### src/rtl/decomp_seq_ctrl.sv
// Purpose : decompression sequencer; walks imem by PC, passes plain words, expands tokens via the token table.
// Latency : plain word 0 cycles (combinational from imem); each token word costs TT_LAT+1 cycles.
// Backpress: out_ready_i low freezes PC, state and held word; an outstanding table read still lands, then waits in EXPAND.
//
// Ports:
//   clk, reset            clock (rising edge), asynchronous active-low reset
//   pc_redirect_i/target  load a new PC and flush in-flight work (highest priority)
//   imem_addr_o/rd_i      instruction memory word address and combinational read data
//   tt_req_o/index/word   token-table read strobe, token index, word number
//   tt_data_i/len_i       token-table data and token length, valid TT_LAT cycles after the strobe
//   out_valid/ready/instr/pc  instruction stream to the decoder buffer
//   busy_o                a token is being looked up or expanded
module decomp_seq_ctrl #(
  parameter int WIDTH     = 32,
  parameter int SIZE      = 23,
  parameter int TOKEN_MAX = 4,
  parameter int TT_LAT    = 1
) (
  input  logic             clk,
  input  logic             reset,
  input  logic             pc_redirect_i,
  input  logic [SIZE-1:0]  pc_target_i,
  output logic [SIZE-1:0]  imem_addr_o,
  input  logic [WIDTH-1:0] imem_rd_i,
  output logic             tt_req_o,
  output logic [7:0]       tt_index_o,
  output logic [2:0]       tt_word_o,
  input  logic [WIDTH-1:0] tt_data_i,
  input  logic [3:0]       tt_len_i,
  output logic             out_valid_o,
  input  logic             out_ready_i,
  output logic [WIDTH-1:0] out_instr_o,
  output logic [SIZE-1:0]  out_pc_o,
  output logic             busy_o
);

  localparam int         LCW  = (TT_LAT > 1) ? $clog2(TT_LAT) : 1;
  localparam logic [3:0] TMAX = 4'(TOKEN_MAX);

  typedef enum logic [1:0] {ST_RST, ST_FETCH, ST_LOOKUP, ST_EXPAND} state_t;

  state_t           state, state_nxt;
  logic [SIZE-1:0]  pc, pc_nxt;
  logic [2:0]       k, k_nxt;
  logic [3:0]       len, len_nxt;
  logic [WIDTH-1:0] held, held_nxt;
  logic [7:0]       idx, idx_nxt;
  logic [LCW-1:0]   lat_cnt, lat_cnt_nxt;

  logic       is_token;
  logic       lat_done;
  logic [3:0] len_cap;
  logic [3:0] len_eff;
  logic [3:0] k_inc;

  assign is_token = (imem_rd_i[31:28] == 4'hF);
  assign lat_done = (lat_cnt == LCW'(TT_LAT - 1));
  assign len_cap  = (tt_len_i > TMAX) ? TMAX : tt_len_i;
  // Length only arrives with word 0; later words reuse the latched value.
  assign len_eff  = (k == 3'd0) ? len_cap : len;
  assign k_inc    = {1'b0, k} + 4'd1;

  always_ff @(posedge clk or negedge reset) begin
    if (!reset) begin
      state   <= ST_RST;
      pc      <= '0;
      k       <= '0;
      len     <= '0;
      held    <= '0;
      idx     <= '0;
      lat_cnt <= '0;
    end else begin
      state   <= state_nxt;
      pc      <= pc_nxt;
      k       <= k_nxt;
      len     <= len_nxt;
      held    <= held_nxt;
      idx     <= idx_nxt;
      lat_cnt <= lat_cnt_nxt;
    end
  end

  always_comb begin
    state_nxt   = state;
    pc_nxt      = pc;
    k_nxt       = k;
    len_nxt     = len;
    held_nxt    = held;
    idx_nxt     = idx;
    lat_cnt_nxt = lat_cnt;
    imem_addr_o = pc;
    out_pc_o    = pc;
    tt_index_o  = idx;
    tt_word_o   = k;
    tt_req_o    = 1'b0;
    out_valid_o = 1'b0;
    out_instr_o = '0;
    busy_o      = (state == ST_LOOKUP) || (state == ST_EXPAND);

    case (state)
      ST_RST: begin
        imem_addr_o = '0;
        out_pc_o    = '0;
        tt_index_o  = '0;
        tt_word_o   = '0;
        state_nxt   = ST_FETCH;
      end
      ST_FETCH: begin
        if (is_token) begin
          idx_nxt     = imem_rd_i[7:0];
          tt_index_o  = imem_rd_i[7:0];
          tt_req_o    = 1'b1;
          tt_word_o   = 3'd0;
          k_nxt       = 3'd0;
          lat_cnt_nxt = '0;
          state_nxt   = ST_LOOKUP;
        end else begin
          out_valid_o = 1'b1;
          out_instr_o = imem_rd_i;
          if (out_ready_i) pc_nxt = pc + SIZE'(1);
        end
      end
      ST_LOOKUP: begin
        if (lat_done) begin
          held_nxt = tt_data_i;
          if (k == 3'd0) len_nxt = len_cap;
          if (len_eff == 4'd0) begin
            pc_nxt    = pc + SIZE'(1);
            state_nxt = ST_FETCH;
          end else begin
            state_nxt = ST_EXPAND;
          end
        end else begin
          lat_cnt_nxt = lat_cnt + LCW'(1);
        end
      end
      ST_EXPAND: begin
        out_valid_o = 1'b1;
        out_instr_o = held;
        if (out_ready_i) begin
          if (k_inc == len) begin
            pc_nxt    = pc + SIZE'(1);
            k_nxt     = 3'd0;
            state_nxt = ST_FETCH;
          end else begin
            k_nxt       = k_inc[2:0];
            tt_req_o    = 1'b1;
            tt_word_o   = k_inc[2:0];
            lat_cnt_nxt = '0;
            state_nxt   = ST_LOOKUP;
          end
        end
      end
      default: state_nxt = ST_RST;
    endcase

    // Redirect overrides everything decided above; any table data still
    // in flight is never captured because LOOKUP restarts only on a new strobe.
    if (pc_redirect_i && (state != ST_RST)) begin
      out_valid_o = 1'b0;
      tt_req_o    = 1'b0;
      pc_nxt      = pc_target_i;
      k_nxt       = 3'd0;
      lat_cnt_nxt = '0;
      len_nxt     = len;
      held_nxt    = held;
      idx_nxt     = idx;
      state_nxt   = ST_FETCH;
    end
  end

endmodule

### config.mk
export PLATFORM = sky130hd
export DESIGN_NAME = decomp_seq_ctrl
export DESIGN_NICKNAME = d
export VERILOG_FILES = /design/src/rtl/decomp_seq_ctrl.sv
export SDC_FILE = /design/constraint.sdc
export NUM_CORES = 1
export LEC_CHECK = 0
export CELL_PAD_IN_SITES_DETAIL_PLACEMENT = 2
export CELL_PAD_IN_SITES_GLOBAL_PLACEMENT = 2
export CORE_MARGIN = 10
export CORE_UTILIZATION = 25
export CTS_CLUSTER_SIZE = 8
export DETAILED_ROUTE_END_ITERATION = 10
export PLACE_DENSITY = 0.91
export SYNTH_ARGS = -nofsm -noshare
export SYNTH_HDL_FRONTEND = slang
export SYNTH_SLANG_ARGS = --single-unit
### constraint.sdc
create_clock -name clk -period 3.8 [get_ports clk]
set_input_delay 0.57 -clock clk [delete_from_list [all_inputs] [get_ports clk]]
set_output_delay 0.57 -clock clk [all_outputs]
set_load 0.02 [all_outputs]
# == After elaboration in Yosys (flattened, before gate mapping) ==
# Cells that the tools add are included.
# op_classes
n_addsub,3
n_lt_le_gt_ge,1
n_eq_ne,13
mux,44
bitwise,2
n_reduce_logical,14
# op_table
op,n
$mux 23,8
$pmux 23 s3,1
$pmux 32 s2,1
$mux 32,1
$add 23x1->23 const B,1
$mux 3,6
$pmux 8 s2,1
$mux 2,6
$mux 1,11
$ne 3x2->1 const B,3
$ne 3x3->1 const B,3
$pmux 3 s3,1
$mux 4,2
$mux 8,1
$pmux 2 s4,1
$reduce_and 7->1,1
$ne 3x1->1 const B,2
$pmux 3 s2,1
$reduce_and 3->1,2
$add 3x1->4 const B,1
$eq 2x2->1 const B,2
$eq 4x4->1,1
$eq 4x4->1 const B,1
$gt 4x3->1 const B,1
15 further kinds,18
# totals
regBits,73
output_inout_bits,92

# == Logic depth before layout (Yosys ltp) ==
# Gate-level depths: netlist (run 1).
# depth
word_depth,8
mapped_depth,9
depth_no_buf,9

# == Least setup slack after synthesis (run 1) ==
# OpenSTA, ideal clock, no wires.
# synth_timing
kind,register to output
startpoint,register k[0]
endpoint,output tt_word_o[0]
arrival_ns,2.480
t_required_ns,3.230
setup_slack_ns,0.750
path_stages_with_launch,10
cell_sequence,dfrtp_1 > inv_1 > ha_1 > xor2_1 > or4_1 > a21oi_1 > inv_1 > ha_1 > o32ai_1 > a32o_1
# synth_between
elab_chain_len,5
elab_cells_between_ends,6
cone_classes,add/sub (1); eq/ne (1); mux (4)
# synth_rtl
element,line_no,text
from (decl),44,"logic [2:0] k, k_nxt;"
from (signal assigned),75,k <= k_nxt;
$add 3x1->4,61,"assign k_inc = {1'b0, k} + 4'd1;"
$eq 4x4->1,141,if (k_inc == len) begin
$mux 3,141,
$mux 3,140,if (out_ready_i) begin
$pmux 3 s3 *,100,case (state)
to (decl),27,"output logic [2:0] tt_word_o,"
# Mark *: on every way between the ends. The rest lies on a longest branch, timed or not.

# == Final worst setup path (run 1) ==
# layout_timing
startpoint,register k[0]
endpoint,output tt_word_o[2]
# layout_between
elab_chain_len,5
# layout_rtl
element,line_no
$add 3x1->4 *,61
$eq 4x4->1,141
$mux 3 *,141
$mux 3 *,140
$pmux 3 s3 *,100
# Marked as above.

==> metrics.md, run 1 <==
| Metric | Value |
|---|---|
| Status | completed |
| Clock Tree Root | clkbuf_16 |
| Adder-cell share of the synthesized area | 0.01107 |
| Cells after DPL | 843 |
| Setup slack, reg-to-reg | around 0.94 ns |
| Gr ovfl total | 0 |
| Critical Path End | tt_word_o[2] |
| Reg-to-Reg End | pc[11] |
| Commonest non-fill, non-tap cell in the layout | clkdlybuf4s50_1 |
| Min-Delay Path Class | primary input to async pin |
| Simple-gate area share of the yosys netlist | 0.1973 |
| Syn_area_per_cell | 9.560 µm² |
| Fin. Hold Viols | 0 |
| Cell Pwr Density | between 400 and 500 mW/mm² |
| Yosys reg bits | 72 |
| CP startpoint | k[0] |
| Routed WL | 19880 µm |
| LEAKAGE | 2.612 nW |
| Flop pwr share | 0.342 |
| Worst R2R Start | k[0] |
| Proportion of synthesized area in mux cells | 0.1018 |
| Commonest cells after routing, fill and taps aside | 181 x clkdlybuf4s50_1, 70 x dfrtp_1, 40 x mux2_2 |
| Clock Latency Late Sink | 0.34 ns |
| Max_slew headroom | 0.3319 |
| I/O pin count | 187 |
| WS Path Type | flip-flop to output pin |
| Ys flop type | dfrtp_1 |
| Warnings, synthesis | 0 |
| Tcrit/Tclk final | 0.9654 |
| Cell Int Power | 1.833 mW |
| Share of cells above drive strength 1 | 0.1363 |
| Gpl congestion | 0.8346 |
| Final nets | 726 |
| Placed wire-length estimate | between 15000 and 20000 µm |
| Cells after Synth | 473 |
| Initial antenna violation count | 0 |
| Comb power frac | 0.338 |
| Worst Path Max Fanout | 6 |
| Die height | 154.5 µm |
| Clk sinks | 72 |
| Final cell count without fillers | 860 |
| Clock share of power | 0.320 |
| Buffers on Ports | around 190 |
| Filler cell count in the final layout | roughly 1900 |
| Rows | 49 |
| P&R area growth vs syn | 49.86% |
| Placed cell areas | roughly 0.0065 mm² |
| Via density | ~5.3 |
| Sequential share of the synthesized area | 0.3985 |
| CTS tree | done |
| Antenna diodes | 0 |
| Largest family of logic cells by synthesized area | compound AO/OA/AOI/OAI gates |
| WP data required | 3.23 ns |
| Count of cell types in the netlist | 57 |
| Min Tclk post-route | 3.669 ns |
| Startpoint Class | flip-flop |
| Clock skew | between 0.01 and 0.015 ns |
| Vias | 4549 |
| Compound-Gate Fraction of Synth Area | 0.2092 |
| Core Box Area | 0.01790 mm² |
| Number of hold buffers added after CTS | 0 |
| VDD IR-drop max | between 0.2 and 0.3 mV |
| Vias in the first global route | 5216 |
| Overall Global Routing Usage | 0.1633 |
| DIE WIDTH | 154.5 µm |
| Initial DRC Count | 203 |
| Max-cap viol count | 0 |
| Syn Nets | 572 |
| EDFF count, synth | 0 |
| Largest net degree at the start of global routing | 73 |
| ANT nets after route | 0 |
| Inserted Clock Buffers | 9 |
| Switching Share | 0.3345 |
| CTS H-tree depth | 3 |
| Post-route cell area | 0.006777 mm² |
| Wire per inst | about 23 µm |
| Die ar. | 0.02387 mm² |
| Worst-path clk slew | 0.06 ns |
| Initial core utilization | 0.2526 |
| Xor/xnor share of the synthesized area | 0.005811 |
| Switch Pwr | around 920 µW |
| CTS Buffer Depth | 2 |
| Crit path DAT | roughly 3.1 ns |
| Mapped cell area | 0.004522 mm² |
| DRC errors left | 0 |
| Pre-Repair DR Iteration Count | 4 |
| Final setup viols | 0 |
| Pins Over Slew Limit | 0 |
| Worst-case reg-to-reg path depth | 8 |
| First-pass GRT wire length | 31020 µm |
| Async SR Flop Fraction | 1.000 |
| CP Capture Type | output pin |
| Slew @ Worst Pin | around 1 ns |
| Max Freq | 272.6 MHz |
[logic make-up after synthesis]
| logic type | Yosys count |
|---|---|
| adder cells (fa/ha/maj) | 4 |
| multiplexers | 41 |
| buffers and inverters | 63 |
| XOR/XNOR | 3 |
| AND/OR/NAND/NOR | 161 |
| AO/OA/AOI/OAI | 129 |
| flip-flops | 72 |
[how the worst min path moves through the flow]
stage | slack, ns | endpoint | from
floorplan | 0.27 | held[0] | reset
global placement | 0.49 | held[22] | held[22]
detailed placement | 0.50 | held[18] | held[18]
CTS | 0.44 | held[23] | reset
global route | 0.47 | held[27] | reset
finish | 0.39 | held[27] | reset
[through the flow]
step | power, mW | util | worst slack (ns) | setup TNS [ns] | hold WS [ns]
detailed placement | 1.896 | 0.3610 | 0.04508 | 0 | 0.5045
finish | 2.754 | 0.3785 | 0.1314 | 0 | 0.3926
floorplan | 1.433 | - | 0.7501 | 0 | 0.2744
CTS | 2.795 | 0.3775 | 0.02221 | 0 | 0.4357
global placement | 1.846 | 0.3610 | 0.2026 | 0 | 0.4907
global route | 2.902 | 0.3785 | -0.03533 | -0.03533 | 0.4743
[synthesized netlist by cell type, types with 9 or more instances]
cell type  instances  share of area
clkbuf_1          23          0.019
nor2b_1           25          0.035
nand2_1           31          0.026
buf_4             23          0.038
nor2_1            35          0.029
o21ai_0           14          0.015
mux2_2            40           0.10
a22o_1            34          0.066
nand3_1           11          0.012
dfrtp_1           72           0.40
a21oi_1            9          0.010
o31ai_1           18          0.030
a31oi_1           22          0.030
or4_1             18          0.030
[flip-flops by register name, indices dropped and copies added (netlist names)]
| name | count |
|---|---|
| idx | 8 |
| held | 32 |
| pc | 23 |
| len | 4 |
| k | 3 |
| state | 2 |
[power by group through the flow]
stage | logic (mW) | clock network, mW | registers [mW]
finish | 0.932 | 0.880 | 0.942
global route | 1.01 | 0.937 | 0.956
CTS | 0.947 | 0.905 | 0.943
detailed placement | 0.942 | 0 | 0.954
global placement | 0.905 | 0 | 0.940
floorplan | 0.514 | 0 | 0.919
[critical path, stage by stage (launching register included)]
cell           delay [ns]
dfrtp_2              0.43
inv_1                0.13
ha_1                 0.30
xor2_1               0.19
or4_1                0.50
a21oi_2              0.19
inv_2                0.10
a211oi_1             0.37
a31o_2               0.18
dlygate4sd2_1        0.37
[layer usage]
| metal | routed length [µm] | up-vias | GRT usage |
|---|---|---|---|
| met5 | 0 | - | 0 |
| met4 | 260 | 0 | 0.04768 |
| met3 | 2223 | 16 | 0.08458 |
| met2 | 9594 | 175 | 0.2710 |
| met1 | 7801 | 2280 | 0.1780 |
| li1 | - | 2078 | - |
[layout make-up]
class | count | area [µm²] | area share
multi-input combinational | 338 | 2414 | 0.3562
timing repair buffer | 198 | 1946 | 0.2871
sequential | 72 | 1804 | 0.2662
tap | 229 | 286.5 | 0.04228
clock buffer | 11 | 242.7 | 0.03582
clock inverter | 4 | 53.80 | 0.007939
inverter | 8 | 30.03 | 0.004431
[what timing repair did]
| item | CTS | global route |
|---|---|---|
| setup buffers | 0 | 2 |
| endpoints found under the setup margin | 4 | 3 |
| gates resized for setup | 7 | 4 |
Power figures use the tool's default switching activity.
==> inputs of run 2 (changes only) <==
--- a/config.mk
+++ b/config.mk
@@ -11,6 +11,7 @@
 export CORE_UTILIZATION = 25
 export CTS_CLUSTER_SIZE = 8
 export DETAILED_ROUTE_END_ITERATION = 10
+export GPL_TIMING_DRIVEN = 0
 export PLACE_DENSITY = 0.91
 export SYNTH_ARGS = -nofsm -noshare
 export SYNTH_HDL_FRONTEND = slang
==> run 2 against run 1 <==
Maximum frequency fell by 1.1%; critical path type unchanged; hold slack got worse by 0.21 ns; power rose by 4.7%; die area did not move; highest routed layer unchanged; final area rose by 4.0%.
==> metrics.md, run 2 (synthesis results as in run 1) <==
| Metric | Value |
|---|---|
| Cells along the critical path | inv_1, ha_1, xor2_1, or4_4, a21oi_4, nor2_1, o21a_1, clkdlybuf4s50_1 (was inv_1, ha_1, xor2_1, or4_1, a21oi_2, inv_2, a211oi_1, a31o_2, dlygate4sd2_1) |
| Wire per inst | 24.13 µm (was 23.12 µm) |
| Final cell count without fillers | 907 (was 860) |
| Slew @ Worst Pin | 1.028 ns (was 1.002 ns) |
| CTS H-tree depth | 3 (unchanged) |
| Largest net degree at the start of global routing | 39 (was 73) |
| Core Box Area | 0.01790 mm² (unchanged) |
| P&R area growth vs syn | 55.89% (was 49.86%) |
| Max-cap viol count | 0 (unchanged) |
| Final setup viols | 0 (unchanged) |
| WS Path Type | flip-flop to output pin (unchanged) |
| First-pass GRT wire length | 34200 µm (was 31020 µm) |
| Post-route cell area | 0.007049 mm² (was 0.006777 mm²) |
| Setup TNS | 0 ns (unchanged) |
| VDD IR-drop max | 0.3359 mV (was 0.2583 mV) |
| Cells after DPL | 889 (was 843) |
| Clock Tree Root | clkbuf_16 (unchanged) |
| Met1 Track Usage GR | 0.1824 (was 0.1780) |
| CP Capture Type | output pin (unchanged) |
| Inserted Clock Buffers | 9 (unchanged) |
| Worst-path clk slew | 0.06 ns (about the same) |
| Clock Latency Late Sink | 0.35 ns (was 0.34 ns) |
| Die height | 154.5 µm (unchanged) |
| DRC errors left | 0 (unchanged) |
| Overall Global Routing Usage | 0.1807 (was 0.1633) |
| Min-Delay Path Class | primary input to async pin (unchanged) |
| Crit path DAT | 3.14 ns (was 3.10 ns) |
| Largest register FFs | 32 (unchanged) |
| Buffers on Ports | 186 (unchanged) |
| Finished Core Util | 0.3938 (was 0.3785) |
| Most Used Layer, Global Route | met2 (unchanged) |
| Post-Place Worst Slack | -0.2265 ns (was 0.04508 ns) |
| Status | completed (unchanged) |
| WP data required | 3.23 ns (about the same) |
| Final Power | 2.884 mW (was 2.754 mW) |
| Met2 Use GR | 0.3240 (was 0.2710) |
| Routed WL | 21890 µm (was 19880 µm) |
| Gpl congestion | 0.8607 (was 0.8346) |
| Clk sinks | 72 (unchanged) |
| Final nets | 772 (was 726) |
| Post-route setup slack | 0.09031 ns (was 0.1314 ns) |
| Filler cell count in the final layout | 1944 (was 1912) |
| Grt met3 use | 0.09096 (was 0.08458) |
| Switch Pwr | 979.1 µW (was 921.4 µW) |
| Gr ovfl total | 0 (unchanged) |
| Share of cells above drive strength 1 | 0.1667 (was 0.1363) |
| Worst Path Max Fanout | 5 (was 6) |
| Crit-path max cell delay | 0.59 ns (was 0.50 ns) |
| Max_slew headroom | 0.3094 (was 0.3319) |
| Vias in the first global route | 5565 (was 5216) |
| Flop pwr share | 0.327 (was 0.342) |
| Initial antenna violation count | 0 (unchanged) |
| Cell Pwr Density | 409.1 mW/mm² (was 406.4 mW/mm²) |
| Number of hold buffers added after CTS | 0 (unchanged) |
| Rows | 49 (unchanged) |
| Min Tclk post-route | 3.710 ns (was 3.669 ns) |
| Clock share of power | 0.321 (was 0.320) |
| CTS tree | done (unchanged) |
| Startpoint Class | flip-flop (unchanged) |
| Placed cell areas | 0.006688 mm² (was 0.006462 mm²) |
| CTS Buffer Depth | 2 (unchanged) |
| Commonest cells after routing, fill and taps aside | 181 x clkdlybuf4s50_1, 70 x dfrtp_1, 40 x mux2_2 (unchanged) |
| Pre-Repair DR Iteration Count | 4 (unchanged) |
| Initial DRC Count | 234 (was 203) |
| Initial core utilization | 0.2526 (unchanged) |
| Antenna diodes | 0 (unchanged) |
| Top Registers | held: 32 flops, pc: 23 flops, idx: 8 flops (unchanged) |
| Comb power frac | 0.352 (was 0.338) |
| Slowest CP cell | clkdlybuf4s50_1 (was or4_1) |
| Fin. Hold Viols | 0 (unchanged) |
| Largest reg by FF count | held (unchanged) |
| Max Freq | 269.6 MHz (was 272.6 MHz) |
| ANT nets after route | 0 (unchanged) |
| I/O pin count | 187 (unchanged) |
| Clock skew | 0.009978 ns (was 0.01040 ns) |
| Via density | 5.204 (was 5.290) |
| Tcrit/Tclk final | 0.9762 (was 0.9654) |
| Placed wire-length estimate | 17060 µm (was 15020 µm) |
| RSZ-0062 raised after global routing | false |
| Switching Share | 0.3395 (was 0.3345) |
| Worst hold slack | 0.1842 ns (was 0.3926 ns) |
| LEAKAGE | 2.776 nW (was 2.612 nW) |
| Die ar. | 0.02387 mm² (unchanged) |
| Pins Over Slew Limit | 0 (unchanged) |
| DIE WIDTH | 154.5 µm (unchanged) |
| Vias | 4720 (was 4549) |
| Cell Int Power | 1.905 mW (was 1.833 mW) |
| Commonest non-fill, non-tap cell in the layout | clkdlybuf4s50_1 (unchanged) |
run 2: worst paths after layout:
| path | start | end | slack, ns | cells past startpoint |
|---|---|---|---|---|
| setup / recovery | k[0] | tt_req_o | 0.09 | 8 |
| max in group asynchronous | reset | pc[16] | 3.01 | 2 |
| hold reg to reg | held[10] | held[10] | 0.51 | 1 |
| hold / removal | reset | held[22] | 0.18 | 1 |
| setup reg to reg | k[0] | pc[1] | 0.81 | 9 |
| min in group clk | held[10] | held[10] | 0.51 | 1 |
run 2: routing by layer:
layer	routed length (µm)	vias to the layer above
met5	0	-
met4	295	0
met2	11010	191
met3	2412	19
met1	8172	2346
li1	-	2164
run 2: final cells by class:
type                    count  area (µm²)  share of cell area
flip-flops and latches     72        1804              0.2559
well taps                 229       286.5             0.04065
clock inverters             5       62.56            0.008875
repair buffers            189        1889              0.2680
clock buffers              11       252.7             0.03585
inverters                   8       30.03            0.004260
multi-input cells         338        2404              0.3410
plain buffers              55       320.3             0.04544
run 2: power by group through the flow:
stage	Combinational [mW]	Sequential [mW]	Clock, mW
after global routing	1.09	0.957	0.976
after detailed placement	1.01	0.953	0
after global placement	0.967	0.938	0
after floorplan	0.514	0.919	0
final	1.01	0.943	0.926
after CTS	1.03	0.941	0.944
run 2: critical path: cells and delay by family (launching register included):
kind                     cells  cell delay (ns)
buffers and inverters        2             0.70
AND/OR/NAND/NOR              2             0.66
adder cells (fa/ha/maj)      1             0.36
flip-flops                   1             0.41
XOR/XNOR                     1             0.20
AO/OA/AOI/OAI                2             0.45
run 2: timing repair:
item / CTS / global route
setup endpoints to repair: 37 / 26
pin swaps: 1 / 1
setup buffers: 0 / 2
resized for setup: 14 / 10
